`src/rtl/avalon_line_writer_pkg.sv`:
```
// Shared types and constants for the Avalon line writer.
package avalon_line_writer_pkg;

    typedef enum logic [1:0] {
        StIdle  = 2'd0,
        StIssue = 2'd1,
        StDrain = 2'd2,
        StDone  = 2'd3
    } state_e;

    localparam logic [1:0] RespOkay      = 2'b00;
    localparam logic [1:0] RespSlaveErr  = 2'b10;
    localparam int unsigned LaneWidth    = 64;

endpackage

```
`src/rtl/avalon_line_writer_credit.sv`:
```
// Up/down counter of bursts awaiting a write response, with full/empty flags.
module avalon_line_writer_credit #(
    parameter int unsigned MaxCount = 8
) (
    input  logic clk_i,
    input  logic rst_ni,
    input  logic inc_i,
    input  logic dec_i,
    output logic full_o,
    output logic empty_o
);

    localparam int unsigned CntWidth = $clog2(MaxCount + 1);

    logic [CntWidth-1:0] count_q, count_d;

    // Simultaneous inc/dec cancel; a decrement at zero is dropped (reported by the parent).
    always_comb begin
        count_d = count_q;
        if (inc_i && !dec_i && !full_o) begin
            count_d = count_q + CntWidth'(1);
        end else if (dec_i && !inc_i && !empty_o) begin
            count_d = count_q - CntWidth'(1);
        end
    end

    always_ff @(posedge clk_i or negedge rst_ni) begin
        if (!rst_ni) begin
            count_q <= '0;
        end else begin
            count_q <= count_d;
        end
    end

    assign full_o  = (count_q == CntWidth'(MaxCount));
    assign empty_o = (count_q == '0);

endmodule

```
`src/rtl/avalon_line_writer.sv`:
```
// Streams a seeded data pattern to consecutive host lines as Avalon-MM write bursts,
// bounding the number of bursts that may await a write response.
module avalon_line_writer
    import avalon_line_writer_pkg::*;
#(
    parameter int unsigned ADDR_WIDTH      = 42,
    parameter int unsigned DATA_WIDTH      = 512,
    parameter int unsigned MAX_BURST       = 4,
    parameter int unsigned MAX_OUTSTANDING = 8,
    localparam int unsigned BcWidth        = $clog2(MAX_BURST) + 1
) (
    input  logic                    clk,
    input  logic                    reset_n,
    input  logic                    start,
    input  logic [ADDR_WIDTH-1:0]   start_addr,
    input  logic [15:0]             num_lines,
    input  logic [63:0]             seed,
    output logic                    busy,
    output logic                    done,
    output logic                    error,
    output logic [15:0]             lines_written,
    output logic                    wr_write,
    output logic [ADDR_WIDTH-1:0]   wr_address,
    output logic [BcWidth-1:0]      wr_burstcount,
    output logic [DATA_WIDTH-1:0]   wr_writedata,
    output logic [DATA_WIDTH/8-1:0] wr_byteenable,
    input  logic                    wr_waitrequest,
    input  logic                    wr_writeresponsevalid,
    input  logic [1:0]              wr_writeresponse
);

    state_e                state_q, state_d;
    logic [ADDR_WIDTH-1:0] addr_q, addr_d;
    logic [15:0]           num_q, num_d;
    logic [63:0]           seed_q, seed_d;
    logic [15:0]           lines_q, lines_d;
    logic [BcWidth-1:0]    beats_left_q, beats_left_d;
    logic [BcWidth-1:0]    len_q, len_d;
    logic                  error_q, error_d;

    logic [15:0]        remaining;
    logic [BcWidth-1:0] first_len, cur_len;
    logic               in_burst, accept, burst_first, last_of_burst, resp_bad;
    logic               credit_full, credit_empty;
    logic [63:0]        line_word;

    // Beats still owed in the open burst; zero means the next beat opens a new burst.
    assign in_burst  = (beats_left_q != '0);
    assign remaining = num_q - lines_q;
    assign first_len = (remaining >= 16'(MAX_BURST)) ? BcWidth'(MAX_BURST) : BcWidth'(remaining);
    assign cur_len   = in_burst ? len_q : first_len;

    assign wr_write      = (state_q == StIssue) && (in_burst || !credit_full);
    assign accept        = wr_write && !wr_waitrequest;
    assign burst_first   = accept && !in_burst;
    assign last_of_burst = accept && (in_burst ? (beats_left_q == BcWidth'(1))
                                               : (first_len == BcWidth'(1)));
    assign resp_bad      = wr_writeresponsevalid &&
                           ((wr_writeresponse != RespOkay) || credit_empty);

    always_comb begin
        state_d      = state_q;
        addr_d       = addr_q;
        num_d        = num_q;
        seed_d       = seed_q;
        lines_d      = lines_q;
        beats_left_d = beats_left_q;
        len_d        = len_q;
        error_d      = error_q;

        unique case (state_q)
            StIdle: begin
                if (start) begin
                    addr_d       = start_addr;
                    num_d        = num_lines;
                    seed_d       = seed;
                    lines_d      = '0;
                    beats_left_d = '0;
                    error_d      = 1'b0;
                    state_d      = (num_lines == '0) ? StDone : StIssue;
                end
            end
            StIssue: begin
                if (accept) begin
                    lines_d      = lines_q + 16'd1;
                    len_d        = cur_len;
                    beats_left_d = (in_burst ? beats_left_q : first_len) - BcWidth'(1);
                    if (last_of_burst) begin
                        addr_d = addr_q + ADDR_WIDTH'(cur_len);
                    end
                    if (lines_q + 16'd1 == num_q) begin
                        state_d = StDrain;
                    end
                end
            end
            StDrain: begin
                if (credit_empty) begin
                    state_d = StDone;
                end
            end
            StDone: begin
                state_d = StIdle;
            end
            default: begin
                state_d = StIdle;
            end
        endcase

        if (resp_bad) begin
            error_d = 1'b1;
        end
    end

    always_ff @(posedge clk or negedge reset_n) begin
        if (!reset_n) begin
            state_q      <= StIdle;
            addr_q       <= '0;
            num_q        <= '0;
            seed_q       <= '0;
            lines_q      <= '0;
            beats_left_q <= '0;
            len_q        <= '0;
            error_q      <= 1'b0;
        end else begin
            state_q      <= state_d;
            addr_q       <= addr_d;
            num_q        <= num_d;
            seed_q       <= seed_d;
            lines_q      <= lines_d;
            beats_left_q <= beats_left_d;
            len_q        <= len_d;
            error_q      <= error_d;
        end
    end

    avalon_line_writer_credit #(
        .MaxCount(MAX_OUTSTANDING)
    ) u_credit (
        .clk_i  (clk),
        .rst_ni (reset_n),
        .inc_i  (burst_first),
        .dec_i  (wr_writeresponsevalid),
        .full_o (credit_full),
        .empty_o(credit_empty)
    );

    assign line_word     = seed_q + 64'(lines_q);
    assign wr_address    = addr_q;
    assign wr_burstcount = cur_len;
    assign wr_writedata  = {(DATA_WIDTH / LaneWidth){line_word}};
    assign wr_byteenable = '1;

    assign busy          = (state_q == StIssue) || (state_q == StDrain);
    assign done          = (state_q == StDone);
    assign error         = error_q;
    assign lines_written = lines_q;

endmodule

```
`config.mk`:
```
export PLATFORM = sky130hd
export DESIGN_NAME = avalon_line_writer
export DESIGN_NICKNAME = d
export VERILOG_FILES = /design/src/rtl/avalon_line_writer_pkg.sv /design/src/rtl/avalon_line_writer_credit.sv /design/src/rtl/avalon_line_writer.sv
export SDC_FILE = /design/constraint.sdc
export NUM_CORES = 1
export LEC_CHECK = 0
export ABC_AREA = 0
export BUFFER_PORTS_ARGS = -buffer_cell sky130_fd_sc_hd__buf_2
export CORE_AREA = 4 4 301 303
export CTS_CLUSTER_DIAMETER = 80
export DETAILED_ROUTE_END_ITERATION = 7
export DIE_AREA = 0 0 305 307
export MAX_ROUTING_LAYER = met4
export PLACE_DENSITY = 0.46
export SLEW_MARGIN = 20
export SYNTH_ARGS = -nofsm -noshare
export SYNTH_HDL_FRONTEND = slang
export SYNTH_HIERARCHICAL = 1
export SYNTH_SLANG_ARGS = --single-unit
```
`constraint.sdc`:
```
create_clock -name clk -period 5 [get_ports clk]
set_input_delay 0.25 -clock clk [delete_from_list [all_inputs] [get_ports clk]]
set_output_delay 0.25 -clock clk [all_outputs]
set_load 0.1 [all_outputs]
```
==> impl_metrics.csv <==
group,metric,value,unit
floorplan,fp-row-count,109,
finish,layout_common_cells,"sky130_fd_sc_hd__buf_2 (444), sky130_fd_sc_hd__buf_12 (246), sky130_fd_sc_hd__dfrtp_1 (137), sky130_fd_sc_hd__buf_4 (119), sky130_fd_sc_hd__dlygate4sd3_1 (104)",
sta,fin_clk_skew,23.3,ps
place,dp.final_hpwl,54.0,mm
sta,rsz0062_at_grt,"yes",
critical_path,crit_path_dat,5300,ps
yosys,synth_edf_count,0,
global_routing,initial_antenna_violation_count,7,
global_routing,first_pass_grt_wire_length,91.2,mm
critical_path,worstPathRequired,5420,ps
yosys,yosysUniqueCellTypes,79,
detailed_routing,ant_nets,0,
critical_path,critical_path_peak_fanout,6,
global_routing,grt_max_degree,66,
critical_path,slowest_delay,520,ps
detailed_routing,drc,0,
finish,multiInputGateArea,7270,um2
yosys,synth.ff_latch_count,151,
finish,final_layout_size_suffix_gt1_share,50.2,%
detailed_routing,drtPass1Iterations,5,
sta,minimum_hold_slack,65.2,ps
sta,slew_violations,0,
cts,clk_latency,500,ps
finish,final_net_count,2283,
critical_path,critical_path_class,"flop to flop",
critical_path,rrSetupSlack,130,ps
cts,worst_case_clock_buffer_depth,2,
yosys,syn_avg_cell_area,8.63,um2
floorplan,design.portCount,770,
detailed_routing,totalWireLength,65.6,mm
floorplan,start_util,16.2,%
sta,maxClockFrequency,0.205,GHz
yosys,ys_seq_area_share,26.5,%
critical_path,crit_slowest_cell,"sky130_fd_sc_hd__or4_1",
sta,setup-violations-final,0,
critical_path,worst_setup_path_start_kind,"flop",
yosys,postSynthCellCount,1653,
critical_path,critical_path_buf_inv_count,5,
worst_hold_path,hold_class,"input port to flop",
sta,final.period_utilization,97.5,%
global_routing,globalRoute.totalOverflow,0,
yosys,async_flop_share,100,%
global_routing,global_route.usage.total,13.6,%
floorplan,placeableCoreArea,88000,um2
cts,cts_num_sinks,151,
sta,worst_pin_slew,1110,ps
floorplan,design.die.area,93600,um2
floorplan,die-width,305,um
finish,ff_latch_area,3820,um2
outcome,run_status,"finished, final reports clean",
finish,area.growth.synth_to_final,57.9,%
yosys,post_synth_instance_area,14300,um2
cts,ctsRootBufferMaster,"sky130_fd_sc_hd__clkbuf_16",
sta,finalHoldViolCount,0,
critical_path,path_delay_family,"simple AND/OR/NAND/NOR gates",
sta,final.min_clock_period,4870,ps
yosys,synthFlopType,"sky130_fd_sc_hd__dfrtp_1",
floorplan,die_height,307,um
detailed_routing,dr_total_vias,12900,
detailed_routing,detail_route.iter0.violations,652,
yosys,yosysWarningCount,6,
place,gp_congestion,0.835,
cts,cts_made_buffers,17,
global_routing,grt_pass1_vias,12500,
cts,cts_htree_levels,4,
cts,clkTransAtPathRegs,80,ps
sta,worst_slew_margin_relative_to_its_limit,25.6,%
cts,cts_tree,"done",
finish,nFillCells,9409,
detailed_routing,wl_per_cell,19.9,um
place,io_buffers,705,
critical_path,cp-end-kind,"flop",
finish,leading_cell_type_in_the_layout_fill_and_taps_excluded,"sky130_fd_sc_hd__buf_2",
detailed_routing,via_per_instance_ratio,3.91,
run,max_cap_viol_count,0,
## Yosys cell counts, types with 24 or more instances
library cell               number  share of area [%]
sky130_fd_sc_hd__o21ai_0       57                2.0
sky130_fd_sc_hd__inv_1         50                1.3
sky130_fd_sc_hd__a21oi_1       53                1.9
sky130_fd_sc_hd__and3_1        33                1.4
sky130_fd_sc_hd__mux2_2        83                6.5
sky130_fd_sc_hd__nand3_1       61                2.1
sky130_fd_sc_hd__ha_1          44                3.9
sky130_fd_sc_hd__buf_4        512                 27
sky130_fd_sc_hd__nand4_1       29                1.3
sky130_fd_sc_hd__clkbuf_1      26               0.68
sky130_fd_sc_hd__xor2_1        24                1.5
sky130_fd_sc_hd__dfrtp_1      151                 26
sky130_fd_sc_hd__nand2_1      102                2.7
sky130_fd_sc_hd__nor2_1        89                2.3
sky130_fd_sc_hd__xnor2_1       75                4.6
## layout make-up
| class | count | area share, % |
|---|---|---|
| Multi-Input combinational cell | 962 | 32.3 |
| Sequential cell | 151 | 16.9 |
| Antenna cell | 5 | 0.0555 |
| Clock inverter | 13 | 0.761 |
| Timing Repair Buffer | 923 | 40.7 |
| Tap cell | 1165 | 6.47 |
| Inverter | 51 | 0.861 |
| Clock buffer | 19 | 1.97 |
## timing repair
item / 4_1_cts / 5_1_grt
gates cloned: 0 / 1
pin swaps: 7 / 27
hold buffers: 104 / 0
resized for setup: 18 / 46
endpoints found under the hold margin: 165 / 0
endpoints found under the setup margin: 175 / 140
buffers inserted: 8 / 12
## routing by layer
layer,track usage (%),up-vias,routed length [um]
met4,4.21,0,1390
met2,22.7,442,32700
met3,3.09,42,3620
li1,-,6055,-
met5,-,-,0
met1,16.4,6331,27900
## worst paths after layout
| kind | depth (start not counted) | from | to |
|---|---|---|---|
| max | 25 | lines_written[6] | wr_address[32] |
| max in group asynchronous | 3 | reset_n | seed_q[26] |
| min reg2reg | 2 | error | error |
| min in group asynchronous | 2 | reset_n | wr_address[22] |
| max reg2reg | 25 | lines_written[6] | wr_address[32] |
| min | 2 | start_addr[34] | wr_address[34] |
## cell families (layout without fill, tap and decap cells)
logic type,count (synthesis),in the layout,synth area share (%)
flops,151,151,26.5
mux,95,95,7.46
xor+xnor,99,99,6.08
buf+inv,604,1006,29.4
simple gates,409,409,14.4
compound gates,246,247,11.7
other cells,1,69,0.0263
fa+ha+maj,48,48,4.42
## sequential cells by signal, indices dropped and copies added, names as in the netlist
register	flops
seed_q	64
wr_address	42
lines_written	16
num_q	16
u_credit/count_q	4
beats_left_q	3
len_q	3
state_q	2
error	1
## through the flow
stage	util (%)	cells	setup WS [ps]	setup TNS (ps)	cell area [um2]
2_1_floorplan	-	1716	-333	-2190	15000
3_3_place_gp	23.1	3127	17.5	0	20300
3_5_place_dp	23.2	3127	-24.7	-81.2	20400
4_1_cts	25.3	3271	5.96	0	22200
5_1_grt	25.6	3289	-96.9	-600	22500
6_report	25.6	3289	127	0	22500
Power is not shown: default switching activity piles up to over one toggle a cycle in this logic, so the estimate is an artifact.
